## src/rtl/i2s_tx_stereo.sv

```systemverilog
// ---------------------------------------------------------------------------
// i2s_tx_stereo
//   Stereo Philips-I2S transmitter for the Pmod I2S2 (CS4344) DAC.
//   One free-running frame counter generates MCLK, SCLK and LRCK. Left/right
//   samples arrive through a valid/ready handshake into a one-pair holding
//   register and are serialised MSB-first, one SCLK after each LRCK edge,
//   in 32-bit slots with zero padding.
//
// Ports:
//   clk_in            system clock
//   rst_in            synchronous active-high reset
//   sample_left_in    left sample, two's complement
//   sample_right_in   right sample, two's complement
//   sample_valid_in   sample pair valid
//   sample_ready_out  holding register empty (pair taken on valid && ready)
//   mono_in           1 = right slot carries the left sample
//   mute_in           1 = frame transmits zeros
//   underrun_out      one-cycle pulse when a frame starts with no new pair
//   mclk_out          master clock
//   lrck_out          word select, 0 = left, 1 = right
//   sclk_out          serial bit clock
//   sdin_out          serial data
// ---------------------------------------------------------------------------
module i2s_tx_stereo #(
  parameter int SAMPLE_WIDTH    = 24,
  parameter int MCLK_DIV        = 4,
  parameter int MCLK_LRCK_RATIO = 256
) (
  input  logic                    clk_in,
  input  logic                    rst_in,
  input  logic [SAMPLE_WIDTH-1:0] sample_left_in,
  input  logic [SAMPLE_WIDTH-1:0] sample_right_in,
  input  logic                    sample_valid_in,
  output logic                    sample_ready_out,
  input  logic                    mono_in,
  input  logic                    mute_in,
  output logic                    underrun_out,
  output logic                    mclk_out,
  output logic                    lrck_out,
  output logic                    sclk_out,
  output logic                    sdin_out
);

  localparam int FRAME_CLKS = MCLK_DIV * MCLK_LRCK_RATIO;
  localparam int SCLK_CLKS  = FRAME_CLKS / 64;
  localparam int FW         = $clog2(FRAME_CLKS);
  localparam int MB         = $clog2(MCLK_DIV);
  localparam int SB         = $clog2(SCLK_CLKS);
  localparam int SW         = SAMPLE_WIDTH;

  localparam logic [FW-1:0] FCNT_LAST    = FW'(FRAME_CLKS - 1);
  localparam logic [FW-1:0] FCNT_PRELAST = FW'(FRAME_CLKS - 2);

  logic [FW-1:0] r_fcnt;
  logic          r_mclk, r_sclk, r_lrck, r_sdin;
  logic          r_underrun, r_ready, r_full;
  logic [SW-1:0] r_hold_l, r_hold_r;
  logic [SW-1:0] r_last_l, r_last_r;
  logic [SW-1:0] r_frm_l,  r_frm_r;

  logic          w_accept, w_load, w_full_nxt;
  logic [SW-1:0] w_src_l, w_src_r, w_word;
  logic [4:0]    w_pos;
  logic [31:0]   w_slot;
  logic          w_bit;

  assign w_accept   = sample_valid_in && r_ready;
  assign w_load     = (r_fcnt == FCNT_LAST);
  // A pair accepted on the load cycle is not seen by that load; it stays
  // in holding for the following frame.
  assign w_full_nxt = w_accept || (r_full && !w_load);

  assign w_src_l = r_full ? r_hold_l : r_last_l;
  assign w_src_r = r_full ? r_hold_r : r_last_r;

  // Slot image: bit 31 is the I2S delay bit, the word follows MSB-first,
  // then zero padding. Position p within the slot selects bit 31-p.
  assign w_pos  = r_fcnt[FW-2:SB];
  assign w_word = r_fcnt[FW-1] ? r_frm_r : r_frm_l;
  assign w_slot = 32'({1'b0, w_word}) << (31 - SW);
  assign w_bit  = w_slot[~w_pos];

  always_ff @(posedge clk_in) begin
    if (rst_in) begin
      r_fcnt     <= '0;
      r_mclk     <= 1'b0;
      r_sclk     <= 1'b0;
      r_lrck     <= 1'b0;
      r_sdin     <= 1'b0;
      r_underrun <= 1'b0;
      r_ready    <= 1'b1;
      r_full     <= 1'b0;
      r_hold_l   <= '0;
      r_hold_r   <= '0;
      r_last_l   <= '0;
      r_last_r   <= '0;
      r_frm_l    <= '0;
      r_frm_r    <= '0;
    end else begin
      r_fcnt <= r_fcnt + 1'b1;
      r_mclk <= r_fcnt[MB-1];
      r_sclk <= r_fcnt[SB-1];
      r_lrck <= r_fcnt[FW-1];

      // Change data together with the SCLK falling edge.
      if (r_fcnt[SB-1:0] == '0)
        r_sdin <= w_bit;

      // Registered one cycle early so the pulse coincides with the load cycle.
      r_underrun <= (r_fcnt == FCNT_PRELAST) && !w_full_nxt;

      r_full  <= w_full_nxt;
      r_ready <= !w_full_nxt;

      if (w_accept) begin
        r_hold_l <= sample_left_in;
        r_hold_r <= sample_right_in;
      end

      if (w_load) begin
        if (r_full) begin
          r_last_l <= r_hold_l;
          r_last_r <= r_hold_r;
        end
        r_frm_l <= mute_in ? '0 : w_src_l;
        r_frm_r <= mute_in ? '0 : (mono_in ? w_src_l : w_src_r);
      end
    end
  end

  assign mclk_out         = r_mclk;
  assign sclk_out         = r_sclk;
  assign lrck_out         = r_lrck;
  assign sdin_out         = r_sdin;
  assign underrun_out     = r_underrun;
  assign sample_ready_out = r_ready;

endmodule

```

## config.mk

```make
export PLATFORM = sky130hd
export DESIGN_NAME = i2s_tx_stereo
export DESIGN_NICKNAME = d
export VERILOG_FILES = /design/src/rtl/i2s_tx_stereo.sv
export SDC_FILE = /design/constraint.sdc
export NUM_CORES = 1
export LEC_CHECK = 0
export BUFFER_PORTS_ARGS = -buffer_cell sky130_fd_sc_hd__buf_4
export CORE_MARGIN = 3
export CORE_UTILIZATION = 59
export CTS_BUF_LIST = sky130_fd_sc_hd__clkbuf_8
export DETAILED_ROUTE_END_ITERATION = 8
export MAX_ROUTING_LAYER = met4
export PLACE_DENSITY = 0.91
export SETUP_SLACK_MARGIN = 0.02
export SKIP_LAST_GASP = 1
export SYNTH_ARGS = -nofsm -noshare
export SYNTH_HDL_FRONTEND = slang
export SYNTH_SLANG_ARGS = --single-unit
export TNS_END_PERCENT = 10
```

## constraint.sdc

```tcl
create_clock -name clk_in -period 5.1 [get_ports clk_in]
set_input_delay 0 -clock clk_in [delete_from_list [all_inputs] [get_ports clk_in]]
set_output_delay 0 -clock clk_in [all_outputs]
set_load 0.005 [all_outputs]
```

==> impl_results.md, run 1 <==
- Global Route Usage Sum: 27.0%
- TritonCTS clock tree: done
- Fin. max-slew vios: 0
- CP required: 5.40 ns
- Core region area: 0.0112 mm2
- P_leak: 2.83 nW
- Place WS: 2.24 ns
- Port Buffers: 58
- Top-count cell post-synth: dfxtp_1
- Post-synthesis cell area: 0.00693 mm2
- Post-layout util: 72.8%
- Placed Cells: 949
- Switch share: 23.9%
- DR pass1 iterations: 6
- Fill cells: 752
- Placed wire-length estimate: 9.98 mm
- Top post-synthesis cells by area: dfxtp_1, nand2_1, a21oi_1
- CP max FO: 24
- Grt ovf: 0
- Simple-Gate Fraction of Synth Area: 20.1%
- Worst Hold Class: in2reg
- Setup bufs post-CTS: 0
- First-pass GRT wire length: 27.5 mm
- Synth top area share: 46.5%
- Comb pwr share: 8.0%
- Hold_ws: 0.133 ns
- P per Cell Area: 305 mW/mm2
- Vias in the first global route: 5689
- Setup_tns: 0 ns
- Fin crit share: 57.2%
- Max_cap viols: 0
- Gp weighted congestion: 0.915
- RSZ-0062 raised after global routing: false
- Register bit total from synthesis: 161
- Crit path kind: reg2reg
- Num ports: 59
- Reg2Reg Depth: 5
- Critical Path Sink Type: flip-flop
- Drt via density: 5.92
- CTS buffer count: 17
- Fmax: 0.343 GHz
- Mean Syn Cell Area: 8.46 um2
- P&R area growth vs syn: 17.4%
- DR WL/cell: 16.4 um
- Synth unique cells: 44
- Slew margin rel.: 40.1%
- Peak supply drop: 0.270 mV
- Status: finished clean
- Non-Filler Instances: 1028
- Tot Pwr: 2.48 mW
- Largest net degree at the start of global routing: 85
- Vias post-DR: 6082
- Area of placed instances: 0.00724 mm2
- Synth top cells by count: dfxtp_1, nand2_1, a21oi_1, nor2_1, clkbuf_1
- CTS clk-pin slew, worst paths: 0.08 ns
- Final instance area: 0.00814 mm2
- Mux contribution to synthesized area: 7.26%
- Htree depth: 4
- Worst skew pair latency: 0.45 ns
- DRC errors left: 0
- Top_reg_cell synth: dfxtp_1
- Antenna violations before repair: 0
- Seq pwr share: 52.9%
- Total wire length: 16.8 mm
- Final setup vio count: 0
- CTS Sinks: 161
- Synth Instances: 819
- # rows: 38
- Startpoint type of the worst setup path: flip-flop
- Starting Density: 62.0%
- Least-Margin Pin Slew: 0.899 ns
- Syn nets: 875
- Largest family of logic cells by synthesized area: simple AND/OR/NAND/NOR gates
- Crit path DAT: 3.22 ns
- FFs w/ async S/R, synth: 0%
- Die Y: 114 um
- Internal: 1.89 mW
- Clock power frac: 39.1%
- Synth warnings: 0
- Die area: 0.0131 mm2
- CTS max path bufs: 2
- Adder-Cell Fraction of Synth Area: 0.542%
- Final worst setup slack: 2.18 ns
- Antenna-violating nets left: 0
- Clk Tree Root Cell: clkbuf_8
- Final hold viol count: 0
- Fin Clk Skew: 0.00648 ns
- Post-synthesis compound-gate area fraction: 19.6%
- EDFF count, synth: 0
- Psw: 0.592 mW
- Initial DRC Count: 679
- Chip width: 114 um
- Seq/Total Area, Yosys: 46.5%
- Final min period: 2.92 ns
- Share of cells above drive strength 1: 15.4%
- Nets: 932
- WHS Path Cells: 2
- Yosys top cell by area: dfxtp_1
- XOR/XNOR share of the synthesized area: 0.759%
- Antenna diodes: 0
## cell usage in the layout (no fill, tap or decap), types with 5 or more instances in the layout
cell           synthesis  routed
a21oi_2               20      20
nor2_1                84      84
a211oi_1              48      48
nor2b_1               29      29
dfxtp_1              161     160
xor2_1                 5       5
nand2_1              144     144
nor3_1                24      24
mux2i_1               39      39
buf_4                  7      65
a21oi_1              105     105
dlygate4sd3_1          0      48
and3_1                 5       5
a2111oi_0             24      24
nand3_1                5       5
clkbuf_8               0      20
nand2_2               10      10
## kinds of logic after synthesis
group / count (synthesis)
multiplexers: 46
AO/OA/AOI/OAI: 209
adder cells (fa/ha/maj): 3
AND/OR/NAND/NOR: 316
buffers and inverters: 78
flip-flops: 161
XOR/XNOR: 6
## worst max-delay path, stage by stage, from the launching register on
cell and delay, ns:
dfxtp_1 0.68, and4_4 0.33, and3_1 0.67, nand2_1 0.70
nand2_1 0.30, a21oi_2 0.08
## power groups by stage
stage	clock [mW]	sequential [mW]	combinational, mW
5_1_grt	1.02	1.31	0.217
6_report	0.970	1.31	0.198
3_5_place_dp	0	1.34	0.164
3_3_place_gp	0	1.34	0.161
2_1_floorplan	0	1.33	0.111
4_1_cts	0.973	1.31	0.193
## timing repair
action	in CTS	in global routing
hold buffers	48	0
hold endpoints to repair	48	0
setup endpoints to repair	0	0
gates resized for setup	0	0
## sequential cells by signal (all words and copies together) (netlist names), 10 cells and up
| name | count |
|---|---|
| r_last_r | 24 |
| r_hold_l | 24 |
| r_fcnt | 10 |
| r_frm_l | 24 |
| r_hold_r | 24 |
| r_last_l | 24 |
| r_frm_r | 24 |
## worst paths after layout
check	end	start	slack [ns]
worst max-delay path	r_last_r[4]	r_fcnt[4]	2.18
worst min-delay path	r_frm_l[17]	rst_in	0.13
worst max register to register	r_last_r[4]	r_fcnt[4]	2.18
worst min register to register	r_hold_l[6]	r_hold_l[6]	0.46
## routing by layer
metal / track usage [%] / vias up / routed length [um]
met5: - / - / 0
met4: 9.34 / 0 / 364
met1: 33.4 / 2872 / 7170
met3: 5.34 / 27 / 1080
met2: 44.2 / 224 / 8190
li1: - / 2959 / -
## layout make-up
class | count | area, um2 | area share [%]
clock buffer | 20 | 275 | 3.38
clock inverter | 11 | 138 | 1.69
inverter | 3 | 11.3 | 0.138
multi-input combinational | 580 | 3340 | 41.1
sequential | 161 | 3220 | 39.6
tap | 140 | 175 | 2.15
timing repair buffer | 113 | 968 | 11.9
(Power assumes the default switching activity.)
==> run 2: changes to the inputs <==
ABC_AREA = 1   (was default)
CORE_UTILIZATION = 56   (was 59)
PLACE_DENSITY = 0.9   (was 0.91)
clock period = 2.6 ns   (was 5.1 ns; I/O delays follow)
==> run 2 against run 1 <==
Effect of this change:
- count of clock-buffer cells in the layout shrank 1
- via count grew 15%
- die area grew 6.7%
- register-to-register slack lost 1.8 ns
- first-iteration DRC count grew 4.1%
==> impl_results.md, run 2 <==
- RSZ-0062 raised after global routing: false
- Yosys top cell by area: dfxtp_1
- Core region area: 0.0122 mm2 (+8.8%)
- Place WS: 0.454 ns (-1.79 ns)
- Fin Clk Skew: 0.00913 ns (+0.00265 ns)
- Setup_tns: 0 ns (unchanged)
- Antenna diodes: 0 (unchanged)
- FFs w/ async S/R, synth: 0% (unchanged)
- DR pass1 iterations: 5 (-1)
- Num ports: 59 (unchanged)
- Setup bufs post-CTS: 0 (unchanged)
- P per Cell Area: 582 mW/mm2 (+91%)
- Peak supply drop: 0.430 mV (+59%)
- EDFF count, synth: 0 (unchanged)
- Die Y: 118 um (+3.3%)
- Synth top cells by count: nand2_1, dfxtp_1, a21oi_1, o21ai_0, nand3_1
- TritonCTS clock tree: done
- Final instance area: 0.00840 mm2 (+3.2%)
- Worst skew pair latency: 0.45 ns (about the same)
- Antenna-violating nets left: 0 (unchanged)
- Top_reg_cell synth: dfxtp_1
- Slowest CP cell: dfxtp_1
- Final hold viol count: 0 (unchanged)
- First-pass GRT wire length: 31.1 mm (+13%)
- Crit-path cells: nand2_1, nor3_2, nand2_1, nor3_4, inv_2, buf_4, nand2_1, a21oi_1
- Vias in the first global route: 6666 (+17%)
- CTS buffer count: 17 (unchanged)
- Initial DRC Count: 707 (+4.1%)
- Status: finished clean
- Syn nets: 1077 (+23%)
- Top post-synthesis cells by area: dfxtp_1, nand2_1, a21oi_1
- Die area: 0.0139 mm2 (+6.7%)
- Mean Syn Cell Area: 6.89 um2 (-19%)
- Final setup vio count: 0 (unchanged)
- Register bit total from synthesis: 161 (unchanged)
- Drt via density: 5.51 (-6.8%)
- Area of placed instances: 0.00748 mm2 (+3.2%)
- Fin crit share: 85.4% (+28 points)
- Reg2Reg Depth: 8 (+3)
- Fmax: 0.450 GHz (+31%)
- Flop2flop setup slack: 0.38 ns (-1.80 ns)
- Final worst setup slack: 0.380 ns (-1.80 ns)
- HP Start: sample_valid_in
- Hold worst-path end: underrun_out
- Resize count post-CTS: 0 (unchanged)
- Synth Instances: 1021 (+25%)
- WHS Path Cells: 5 (+3)
- DRC errors left: 0 (unchanged)
- Worst Hold Class: in2reg
- CP required: 2.88 ns (-2.52 ns)
- Post-synthesis cell area: 0.00704 mm2 (+1.6%)
- Starting Density: 57.9% (-4.1 points)
- Least-Margin Pin Slew: 1.09 ns (+0.196 ns)
- Commonest non-fill, non-tap cell in the layout: nand2_1
- Hold Buf Count CTS: 52 (+8.3%)
- Top-count cell post-synth: nand2_1
- DR WL/cell: 14.6 um (-11%)
- # rows: 40 (+5.3%)
- CTS max path bufs: 2 (unchanged)
- CP max FO: 46 (+92%)
- Seq/Total Area, Yosys: 45.8% (-0.73 points)
- Crit-path leading delay family: simple AND/OR/NAND/NOR gates
- Synth warnings: 0 (unchanged)
- Critical Path Sink Type: flip-flop
- Post-layout util: 69.0% (-3.8 points)
- Max_cap viols: 0 (unchanged)
- Reg2reg end: r_frm_r[0]
- Share of cells above drive strength 1: 9.82% (-5.6 points)
- Chip width: 118 um (+3.3%)
- Crit path DAT: 2.50 ns (-0.72 ns)
- Htree depth: 4 (unchanged)
- Synth unique cells: 24 (-45%)
- Final min period: 2.22 ns (-0.695 ns)
- Clk Tree Root Cell: clkbuf_8
- Crit Reg-Reg Startpoint: r_fcnt[5]
- Fill cells: 884 (+18%)
- P&R area growth vs syn: 19.3%
- Vias post-DR: 6989 (+15%)
- Gp weighted congestion: 0.892 (-2.5%)
- Global Route Usage Sum: 27.6% (+0.62 points)
- Largest net degree at the start of global routing: 121 (+42%)
- CTS Sinks: 161 (unchanged)
- Placed wire-length estimate: 10.5 mm (+4.9%)
- Crit path from: r_fcnt[5]
- Crit path kind: reg2reg
- Antenna violations before repair: 0 (unchanged)
- Total wire length: 18.5 mm (+9.9%)
- Grt ovf: 0 (unchanged)
- Synth top area share: 45.8% (-0.73 points)
- Worst Path Buf+Inv: 2 (+2)
- Commonest non-fill, non-tap cells in the layout: nand2_1, dfxtp_1, a21oi_1
- Nets: 1143 (+23%)
- Fin. max-slew vios: 0 (unchanged)
- P_leak: 3.31 nW (+17%)
- Max incr delay on CP: 0.54 ns (-0.16 ns)
- Critical Path Most Common Cell: nand2_1
- Startpoint type of the worst setup path: flip-flop
- Port Buffers: 58 (unchanged)
- Slew margin rel.: 27.0% (-13 points)
- CTS clk-pin slew, worst paths: 0.08 ns (about the same)
run 2: changes by cell type in the layout (fill, tap and decap cells not counted), moves of 16 or more:
cell / before / now
a21oi_2: 20 / 0
o21ai_0: 2 / 102
nor2_1: 84 / 68
nand3_1: 5 / 73
a21oi_1: 105 / 131
a211oi_1: 48 / 0
a2111oi_0: 24 / 0
nand2_1: 144 / 296
nor2b_1: 29 / 0
o21a_1: 0 / 24
nor3_1: 24 / 2
inv_1: 4 / 74
mux2i_1: 39 / 0
run 2: power breakdown:
group          leakage [nW]  switching (mW)  internal, mW  total [mW]
Combinational          1.81           0.298         0.197       0.495
Sequential             1.31          0.0301          2.53        2.56
Clock                 0.186           0.930         0.901        1.83
Total                  3.31            1.26          3.63        4.89
run 2: worst max-delay path by stage:
stage	to	slack [ns]	cells past startpoint
final	r_frm_r[0]	0.38	8
after CTS	r_frm_r[0]	0.42	9
after floorplan	r_last_r[19]	1.02	9
after global placement	r_frm_l[1]	0.51	8
after detailed placement	r_last_l[16]	0.45	8
after global routing	r_frm_r[0]	0.20	8
run 2: kinds of logic (layout without fill, tap and decap cells):
kind of cell / after synthesis / after routing / share of synthesized area [%]
adder cells (fa/ha/maj): 3 / 3 / 0.533
flip-flops: 161 / 161 / 45.8
AND/OR/NAND/NOR: 446 / 446 / 25.5
buffers and inverters: 150 / 229 / 8.66
AO/OA/AOI/OAI: 259 / 259 / 19.3
XOR/XNOR: 2 / 2 / 0.249
run 2: tightest hold or removal path: stages:
cell and delay (ns):
buf_4 0.09, nand2_2 0.11, inv_2 0.08, a21oi_1 0.06, nor3b_1 0.14
run 2: final cells by class:
type	instances	area [um2]	share of cell area, %
clock inverters	13	138	1.64
flip-flops and latches	161	3220	38.4
well taps	168	210	2.50
clock buffers	19	262	3.11
repair buffers	121	1060	12.7
inverters	76	285	3.40
multi-input cells	710	3210	38.3
run 2: routing by layer:
metal / GRT usage (%) / vias up / part of all wire [%]
li1: - / 3415 / -
met1: 34.1 / 3217 / 40
met2: 44.8 / 304 / 50
met3: 4.47 / 53 / 6.6
met4: 11.9 / 0 / 3.2
met5: - / - / 0
run 2: stage by stage:
stage | hold slack [ns] | power, mW | cells
5_1_grt | 0.102 | 5.05 | 1268
3_3_place_gp | 0.253 | 3.01 | 1184
6_report | 0.0740 | 4.89 | 1268
4_1_cts | 0.0446 | 4.88 | 1268
3_5_place_dp | 0.260 | 3.03 | 1184
2_1_floorplan | 0.167 | 2.88 | 1021
==> run 3: changes to the inputs <==
ABC_AREA = 0   (was 1)
CTS_CLUSTER_DIAMETER = 50   (was default)
SLEW_MARGIN = 20   (was default)
==> run 3 against run 2 <==
Effect of this change:
- sequential share of layout area up 0.53 points
- setup slack better by 0.072 ns
- final cell count down 16%
- first-iteration DRC count up 5.0%
- clock skew up 0.0047 ns
- total power down 4.4%
- non-clock buffer count up 8
- clock power down 8%
- maximum frequency up 3.3%
- sequential cell count unchanged
- critical path depth down 3
- routed wire length down 7.1%
==> impl_results.md, run 3 (synthesis gave the netlist of run 1 again) <==
- CP required: 3.01 ns (+0.13 ns)
- Crit path kind: reg2reg
- Antenna violations before repair: 1 (+1)
- DRC errors left: 0 (unchanged)
- Starting Density: 58.9% (+1.0 points)
- Fin. max-slew vios: 0 (unchanged)
- First-pass GRT wire length: 28.1 mm (-9.4%)
- Fmax: 0.466 GHz (+3.3%)
- Comb pwr share: 8.8% (-1.3 points)
- # rows: 39 (-2.5%)
- TritonCTS clock tree: done
- Drt via density: 5.75 (+4.2%)
- Switch share: 24.4% (-1.3 points)
- Crit path DAT: 2.56 ns (+0.06 ns)
- Htree depth: 4 (unchanged)
- Final setup vio count: 0 (unchanged)
- RSZ-0062 raised after global routing: false
- Hold worst-path end: r_hold_l[10]
- Share of cells above drive strength 1: 16.0% (+6.1 points)
- DR WL/cell: 16.1 um (+10%)
- Commonest non-fill, non-tap cells in the layout: dfxtp_1, nand2_1, a21oi_1
- Crit-path cells: and2_2, buf_4, nand2_1, a21oi_1, dlygate4sd3_1
- Vias in the first global route: 5654 (-15%)
- P_leak: 2.91 nW (-12%)
- DR pass1 iterations: 6 (+1)
- CTS buffer count: 17 (unchanged)
- Fill cells: 851 (-3.7%)
- Largest net degree at the start of global routing: 114 (-5.8%)
- CP max FO: 27 (-41%)
- P per Cell Area: 564 mW/mm2 (-3.1%)
- Vias post-DR: 6131 (-12%)
- Commonest non-fill, non-tap cell in the layout: dfxtp_1
- Fin crit share: 82.6% (-2.8 points)
- Clock power frac: 36.2% (-1.2 points)
- Flop2flop setup slack: 0.45 ns (+0.07 ns)
- Worst Path Buf+Inv: 2 (unchanged)
- Fin Clk Skew: 0.0139 ns (+0.00473 ns)
- Slowest CP cell: dlygate4sd3_1
- CTS max path bufs: 2 (unchanged)
- Placed wire-length estimate: 10.3 mm (-1.9%)
- Reg2reg end: r_hold_l[2]
- Place WS: 0.534 ns (+0.0806 ns)
- Total wire length: 17.2 mm (-7.1%)
- Clk Tree Root Cell: clkbuf_8
- HP Start: sample_valid_in
- Psw: 1.14 mW (-9.2%)
- Global Route Usage Sum: 27.1% (-0.49 points)
- Peak supply drop: 0.446 mV (+3.7%)
- P&R area growth vs syn: 19.6%
- Antenna-violating nets left: 0 (unchanged)
- Setup_tns: 0 ns (unchanged)
- CTS clk-pin slew, worst paths: 0.08 ns (about the same)
- Startpoint type of the worst setup path: flip-flop
- Critical Path Sink Type: flip-flop
- Resize count post-CTS: 0 (unchanged)
- WHS Path Cells: 5 (unchanged)
- Final hold viol count: 0 (unchanged)
- Reg2Reg Depth: 5 (-3)
- Num ports: 59 (unchanged)
- Crit-path leading delay family: buffers and inverters
- Internal: 3.53 mW (-2.8%)
- Final worst setup slack: 0.452 ns (+0.0718 ns)
- Worst skew pair latency: 0.47 ns (+0.02 ns)
- Worst Hold Class: in2reg
- CTS Sinks: 161 (unchanged)
- Core region area: 0.0118 mm2 (-3.3%)
- Seq pwr share: 54.9% (+2.5 points)
- Gp weighted congestion: 0.882 (-1.1%)
- Grt ovf: 0 (unchanged)
- Port Buffers: 58 (unchanged)
- Die Y: 117 um (-0.75%)
- Crit Reg-Reg Startpoint: sample_ready_out
- Die area: 0.0137 mm2 (-1.5%)
- Initial DRC Count: 742 (+5.0%)
- Status: finished clean
- Nets: 948 (-17%)
- Slew margin rel.: 62.3% (+35 points)
- Max_cap viols: 0 (unchanged)
- Least-Margin Pin Slew: 0.562 ns (-0.533 ns)
- Max incr delay on CP: 0.55 ns (about the same)
- Final min period: 2.15 ns (-0.0718 ns)
- Chip width: 117 um (-0.75%)
run 3: cell count changes in the layout (fill, tap and decap cells not counted), moves of 22 or more:
cell and change:
nor2b_1 +29, nor3_1 +22, o21a_1 -24, nand3_1 -68
a2111oi_0 +24, inv_1 -69, nand2_1 -152, o21ai_0 -100
a21oi_1 -26, a211oi_1 +48, mux2i_1 +39
run 3: worst max-delay path by stage:
stage | start | endpoint | slack (ns) | cells after the start
2_1_floorplan | r_fcnt[0] | r_last_r[13] | 0.92 | 9
3_3_place_gp | r_fcnt[1] | r_frm_r[0] | 0.65 | 7
3_5_place_dp | r_fcnt[1] | r_frm_r[15] | 0.53 | 7
4_1_cts | sample_ready_out | r_hold_l[2] | 0.49 | 5
5_1_grt | r_fcnt[1] | r_frm_r[6] | 0.22 | 7
6_report | sample_ready_out | r_hold_l[2] | 0.45 | 5
run 3: power groups by stage:
stage | Sequential (mW) | Clock (mW) | Combinational (mW)
3_5_place_dp | 2.62 | 0 | 0.335
6_report | 2.57 | 1.69 | 0.413
4_1_cts | 2.57 | 1.71 | 0.400
3_3_place_gp | 2.62 | 0 | 0.329
2_1_floorplan | 2.60 | 0 | 0.217
5_1_grt | 2.57 | 1.82 | 0.452
run 3: metrics by stage:
step,power [mW],utilization [%],cell area (um2),cells,hold slack (ns)
2_1_floorplan,2.82,-,6930,819,0.136
3_3_place_gp,2.95,62.8,7390,983,0.248
3_5_place_dp,2.96,62.8,7390,983,0.257
4_1_cts,4.67,70.4,8280,1066,0.142
5_1_grt,4.85,70.4,8280,1067,0.213
6_report,4.67,70.4,8280,1067,0.182
run 3: worst reg2reg max path: stages, from the launching register on:
cell and delay (ns):
dfxtp_1 0.44, and2_2 0.50, buf_4 0.37, nand2_1 0.11, a21oi_1 0.12, dlygate4sd3_1 0.55
run 3: metal layers:
| layer | share of wire, % | global-route usage (%) | vias up |
|---|---|---|---|
| met5 | 0 | - | - |
| met2 | 49 | 43.2 | 226 |
| met4 | 2.0 | 9.25 | 0 |
| met3 | 6.8 | 6.84 | 37 |
| li1 | - | - | 2994 |
| met1 | 42 | 33.6 | 2874 |
run 3: cell type report:
| type | count | area (um2) | share of cell area [%] |
|---|---|---|---|
| inverters | 3 | 11.3 | 0.136 |
| repair buffers | 129 | 1140 | 13.8 |
| flip-flops and latches | 161 | 3220 | 38.9 |
| well taps | 164 | 205 | 2.48 |
| clock inverters | 8 | 65.1 | 0.785 |
| diodes | 1 | 2.50 | 0.0302 |
| multi-input cells | 580 | 3340 | 40.4 |
| clock buffers | 21 | 289 | 3.49 |
run 3: timing repair:
item / 4_1_cts / 5_1_grt
hold endpoints to repair: 70 / 0
endpoints found under the setup margin: 0 / 0
buffers inserted: 0 / 0
hold buffers: 54 / 0
